<file path="src/rtl/operand_handler_pipe.sv">
// Operand handler: selects one of eight operand sources at acceptance time,
// buffers the result in a 2-entry FIFO and counts cycles lost to HI/LO hazards.
module operand_handler_pipe #(
  parameter int          DATA_W   = 32,
  parameter int          IMM_W    = 16,
  parameter int unsigned LINK_OFF = 8
) (
  input  logic              clk,
  input  logic              rst_n,
  input  logic              in_valid,
  output logic              in_ready,
  input  logic [2:0]        sel,
  input  logic [DATA_W-1:0] pb,
  input  logic [DATA_W-1:0] hi,
  input  logic [DATA_W-1:0] lo,
  input  logic [DATA_W-1:0] pc,
  input  logic [IMM_W-1:0]  imm,
  input  logic              hilo_busy,
  output logic              out_valid,
  input  logic              out_ready,
  output logic [DATA_W-1:0] n_out,
  output logic [15:0]       stall_cnt
);

  typedef enum logic [2:0] {
    SEL_PB   = 3'b000,
    SEL_HI   = 3'b001,
    SEL_LO   = 3'b010,
    SEL_PC   = 3'b011,
    SEL_SEXT = 3'b100,
    SEL_ZEXT = 3'b101,
    SEL_UPPR = 3'b110,
    SEL_LINK = 3'b111
  } sel_e;

  // Operand mux. The immediate is treated as a signed quantity for the
  // sign-extended form; the link form wraps modulo 2^DATA_W naturally.
  function automatic logic [DATA_W-1:0] f_operand(
    input logic [2:0]        a_sel,
    input logic [DATA_W-1:0] a_pb,
    input logic [DATA_W-1:0] a_hi,
    input logic [DATA_W-1:0] a_lo,
    input logic [DATA_W-1:0] a_pc,
    input logic [IMM_W-1:0]  a_imm
  );
    logic signed [IMM_W-1:0]  imm_s;
    logic signed [DATA_W-1:0] imm_sext;
    logic [DATA_W-1:0]        res;
    imm_s    = signed'(a_imm);
    imm_sext = {{(DATA_W-IMM_W){imm_s[IMM_W-1]}}, imm_s};
    case (sel_e'(a_sel))
      SEL_PB:   res = a_pb;
      SEL_HI:   res = a_hi;
      SEL_LO:   res = a_lo;
      SEL_PC:   res = a_pc;
      SEL_SEXT: res = imm_sext;
      SEL_ZEXT: res = {{(DATA_W-IMM_W){1'b0}}, a_imm};
      SEL_UPPR: res = {a_imm, {(DATA_W-IMM_W){1'b0}}};
      SEL_LINK: res = a_pc + DATA_W'(LINK_OFF);
      default:  res = a_pb;
    endcase
    return res;
  endfunction

  // Saturating increment for the 16-bit stall counter.
  function automatic logic [15:0] f_sat_inc(input logic [15:0] v);
    return (v == 16'hFFFF) ? v : v + 16'd1;
  endfunction

  logic [1:0]        r_count;
  logic [DATA_W-1:0] r_head_p1;
  logic [DATA_W-1:0] r_tail_p1;
  logic [15:0]       r_stall_cnt;

  logic              w_hazard;
  logic              w_not_full;
  logic              w_in_ready;
  logic              w_push;
  logic              w_pop;
  logic              w_stall;
  logic [DATA_W-1:0] w_operand_p0;

  // Stage p0: operand selection and handshake decode.
  // in_ready is gated by rst_n so the block refuses requests during reset.
  always_comb begin
    w_hazard     = hilo_busy && ((sel == SEL_HI) || (sel == SEL_LO));
    w_not_full   = (r_count != 2'd2);
    w_in_ready   = rst_n && w_not_full && !w_hazard;
    w_push       = in_valid && w_in_ready;
    w_pop        = (r_count != 2'd0) && out_ready;
    w_stall      = in_valid && w_hazard && w_not_full;
    w_operand_p0 = f_operand(sel, pb, hi, lo, pc, imm);
  end

  // Stage p1: head entry drives n_out directly; it keeps its value when the
  // FIFO drains so n_out holds the last operand. A pop from a full FIFO
  // shifts the tail forward; otherwise a push lands in the head whenever the
  // head is empty or being consumed in the same cycle.
  always_ff @(posedge clk or negedge rst_n) begin
    if (!rst_n) begin
      r_count   <= 2'd0;
      r_head_p1 <= '0;
    end else begin
      if (w_pop && (r_count == 2'd2)) begin
        r_head_p1 <= r_tail_p1;
      end else if (w_push && ((r_count == 2'd0) || w_pop)) begin
        r_head_p1 <= w_operand_p0;
      end
      case ({w_push, w_pop})
        2'b10:   r_count <= r_count + 2'd1;
        2'b01:   r_count <= r_count - 2'd1;
        default: r_count <= r_count;
      endcase
    end
  end

  // Second FIFO slot: filled only when a push arrives behind an unconsumed
  // head. Its contents are meaningless while r_count < 2, so no reset.
  always_ff @(posedge clk) begin
    if (w_push && (r_count == 2'd1) && !w_pop) begin
      r_tail_p1 <= w_operand_p0;
    end
  end

  // Hazard stall counter: counts only HI/LO hazard cycles, never full stalls.
  always_ff @(posedge clk or negedge rst_n) begin
    if (!rst_n) begin
      r_stall_cnt <= 16'd0;
    end else if (w_stall) begin
      r_stall_cnt <= f_sat_inc(r_stall_cnt);
    end
  end

  assign in_ready  = w_in_ready;
  assign out_valid = (r_count != 2'd0);
  assign n_out     = r_head_p1;
  assign stall_cnt = r_stall_cnt;

endmodule

</file>
<file path="config.mk">
export PLATFORM = sky130hd
export DESIGN_NAME = operand_handler_pipe
export DESIGN_NICKNAME = d
export VERILOG_FILES = /design/src/rtl/operand_handler_pipe.sv
export SDC_FILE = /design/constraint.sdc
export NUM_CORES = 1
export LEC_CHECK = 0
export BUFFER_PORTS_ARGS = -buffer_cell sky130_fd_sc_hd__buf_4
export CORE_MARGIN = 2
export CORE_UTILIZATION = 40
export DETAILED_ROUTE_END_ITERATION = 16
export PLACE_DENSITY = 0.7
export SLEW_MARGIN = 10
export SYNTH_ARGS = -nofsm -noshare
export SYNTH_HDL_FRONTEND = slang
export SYNTH_SLANG_ARGS = --single-unit
</file>
<file path="constraint.sdc">
create_clock -name clk -period 5.2 [get_ports clk]
set_clock_uncertainty 0.2 [all_clocks]
set_input_delay 0.52 -clock clk [delete_from_list [all_inputs] [get_ports clk]]
set_output_delay 0.52 -clock clk [all_outputs]
set_load 0.01 [all_outputs]
</file>
==> metrics.md <==
| Metric | Value |
|---|---|
| Outcome | `finished clean` |
| P per Cell Area | `339 nW/um^2` |
| Commonest cells in the netlist | `50 x dfrtp_1, 45 x o21ai_0, 43 x clkbuf_1, 43 x nor2_1, 38 x nand2_1` |
| CP Capture Type | `flop` |
| Fin. Hold Viols | `0` |
| Synthesis-to-finish area growth | `34.2%` |
| Cell taking the most area after synthesis | `dfrtp_1` |
| Part of the Yosys area used for sequential elements | `between 30% and 40%` |
| Die Area | `15000 um^2` |
| Most used DFF post-synth | `dfrtp_1` |
| Pleak | `3.27 nW` |
| Post-synth EDFFs | `32` |
| Final instance area | `7510 um^2` |
| CP peak stage delay | `0.65 ns` |
| Overall Global Routing Usage | `between 20 and 30%` |
| Post-route clock period utilization | `58.2%` |
| Critical-path cell with the highest stage delay | `nor2_2` |
| Routed Antenna Nets | `0` |
| Fin crit period | `3.03 ns` |
| Vias/cell | `6.05` |
| Global route overflow | `0` |
| FP Rows | `43` |
| Post-CTS Setup Bufs | `0` |
| Largest net degree at the start of global routing | `72` |
| Clock-pin slew on the worst setup and hold paths | `approximately 0.060 ns` |
| Setup TNS Final | `0 ns` |
| Syn nets | `about 760` |
| Share of flip-flops with an asynchronous set or reset | `slightly above 60%` |
| Cts hold-fix bufs | `0` |
| Synth Instances | `604` |
| Ant. Diodes | `0` |
| Via count of the first global-routing pass | `5556` |
| IO buf count | `between 200 and 250` |
| RSZ-0062 raised after global routing | `no` |
| Mean post-synth cell area | `9.27 um^2` |
| First-pass iteration count of the detailed router | `6` |
| CTS HTree Levels | `3` |
| WL per Instance | `about 21 um` |
| Initial Util | `40.6%` |
| Tightest Hold Check Type | `input port to asynchronous set/reset pin` |
| Data required time of the worst path | `about 5.2 ns` |
| Post-synth top area share | `22.4%` |
| GPL Wtd Cong | `0.923` |
| Top post-synthesis cells by area | `dfrtp_1 22%, edfxtp_1 17%, xnor2_1 4.5%` |
| CP Cell Sequence | `buf_4 -> xnor2_1 -> o211a_1 -> nor2_2 -> buf_4 -> a221oi_1 -> o21ai_0` |
| Worst VDD drop | `162 uV` |
| Clock Latency Late Sink | `between 0.3 and 0.4 ns` |
| Layout cell share with drive strength beyond 1 | `around a third` |
| Synth warnings | `0` |
| First-pass GRT wire length | `30.8 mm` |
| Die width | `122 um` |
| Endpoints failing setup | `0` |
| Crit path kind | `input port to flop` |
| Synth Cell Area | `between 5000 and 6000 um^2` |
| Root buffer cell | `clkbuf_16` |
| DRC | `0` |
| TritonCTS clock tree | `built` |
| Clk buf depth | `2` |
| CP most frequent cell | `buf_4` |
| Max-cap viol count | `0` |
| Most numerous cell in the Yosys netlist | `dfrtp_1` |
| Relative slew slack | `31.5%` |
| Worst Path Max Fanout | `54` |
| Core area | `between 10000 and 15000 um^2` |
| Via count | `5817` |
| #FFs+latches synth | `slightly above 80` |
| DRT Wirelength | `~20 mm` |
| Clk sink count | `between 80 and 90` |
| Startpoint Class | `input port` |
| FMAX | `330 MHz` |
| Placed cell areas | `7210 um^2` |
| DP HPWL | `about 15 mm` |
| DR iter-0 viols | `512` |
| Initial antenna violation count | `0` |
| I/O Pins | `202` |
| Worst-margin pin slew | `1.02 ns` |
| Die Ht | `approximately 120 um` |
| WHS | `0.195 ns` |
| Layout Nets | `around 930` |
| Synth cell types | `56` |
| WP data arrival | `3.07 ns` |
| CTS Buf Count | `9` |
| Slew Limit Fails | `0` |
| CTS resizes | `0` |
## per-stage QoR
step / power, mW / cells / utilization (%) / setup WS [ns]
global route: 2.68 / 961 / 54.5 / 2.01
global placement: 1.89 / 945 / 52.4 / 2.00
detailed placement: 1.91 / 945 / 52.4 / 1.88
floorplan: 1.43 / 604 / - / 0.939
CTS: 2.56 / 961 / 54.5 / 2.22
finish: 2.55 / 961 / 54.5 / 2.17
## cells in the final DEF (no fill, tap or decap), drive strengths merged, types with 19 or more instances in the layout
| cell type | synthesis | layout |
|---|---|---|
| buf | 4 | 208 |
| dfrtp | 50 | 50 |
| o21ai | 45 | 45 |
| nor2 | 43 | 43 |
| nand2 | 38 | 38 |
| edfxtp | 32 | 32 |
| a21oi | 29 | 29 |
| xnor2 | 29 | 29 |
| a22oi | 26 | 26 |
| nand4 | 20 | 20 |
| nand3 | 19 | 19 |
| and3 | 19 | 19 |
| mux2i | 19 | 19 |
## per-layer routing
| layer | routed length [um] | GRT usage (%) | up-vias |
|---|---|---|---|
| li1 | - | - | 2654 |
| met1 | 8590 | 38.1 | 2808 |
| met2 | 9830 | 43.4 | 325 |
| met3 | 1680 | 2.83 | 30 |
| met4 | 396 | 8.41 | 0 |
| met5 | 0 | 0 | - |
## sequential cells by signal, summed over array words and instances, names as in the netlist
register,count
n_out,32
r_count,2
r_tail_p1,32
stall_cnt,16
## where the power goes
part	leakage (nW)	internal, mW	switching [mW]
Combinational	2.19	0.479	0.472
Clock	0.147	0.379	0.259
Sequential	0.933	0.839	0.118
Total	3.27	1.70	0.850
## area by class of cell
cell class              count  area, um^2
multi-input cells         465        3170
flip-flops and latches     82        2210
well taps                 180         225
fillers                  1314        6260
repair buffers            208        1560
clock inverters             3        18.8
inverters                  10        37.5
clock buffers              13         282
## critical path: cells and delay by family
kind	cells	cell delay, ns
buffers and inverters	2	0.92
AO/OA/AOI/OAI	3	0.71
AND/OR/NAND/NOR	1	0.65
XOR/XNOR	1	0.24
## cell families (layout without fill, tap and decap cells)
family,count (synthesis),count (layout),synth area share (%)
DFF,82,82,39.5
muxes,35,35,7.42
AOI/OAI and AO/OA,199,199,24.5
and+or+nand+nor,184,184,16.9
adders and majority gates,6,6,1.34
buffers and inverters,57,234,3.91
xor gates and xnor gates,41,41,6.41
## path summary, 6_finish.rpt
kind                                            from  slack (ns)                        end  depth (start not counted)
max                                           sel[0]        2.17      n_out[16]$_DFFE_PN0P_                          7
min                                            rst_n        0.20   stall_cnt[6]$_DFFE_PN0P_                          2
max reg2reg                   r_count[0]$_DFFE_PN0P_        2.30      n_out[16]$_DFFE_PN0P_                          9
min reg2reg                stall_cnt[15]$_DFFE_PN0P_        0.29  stall_cnt[15]$_DFFE_PN0P_                          1
max in group asynchronous                      rst_n        4.15      n_out[26]$_DFFE_PN0P_                          2
min in group clk           stall_cnt[15]$_DFFE_PN0P_        0.29  stall_cnt[15]$_DFFE_PN0P_                          1
Note: power is estimated with default switching activity, not from simulation.
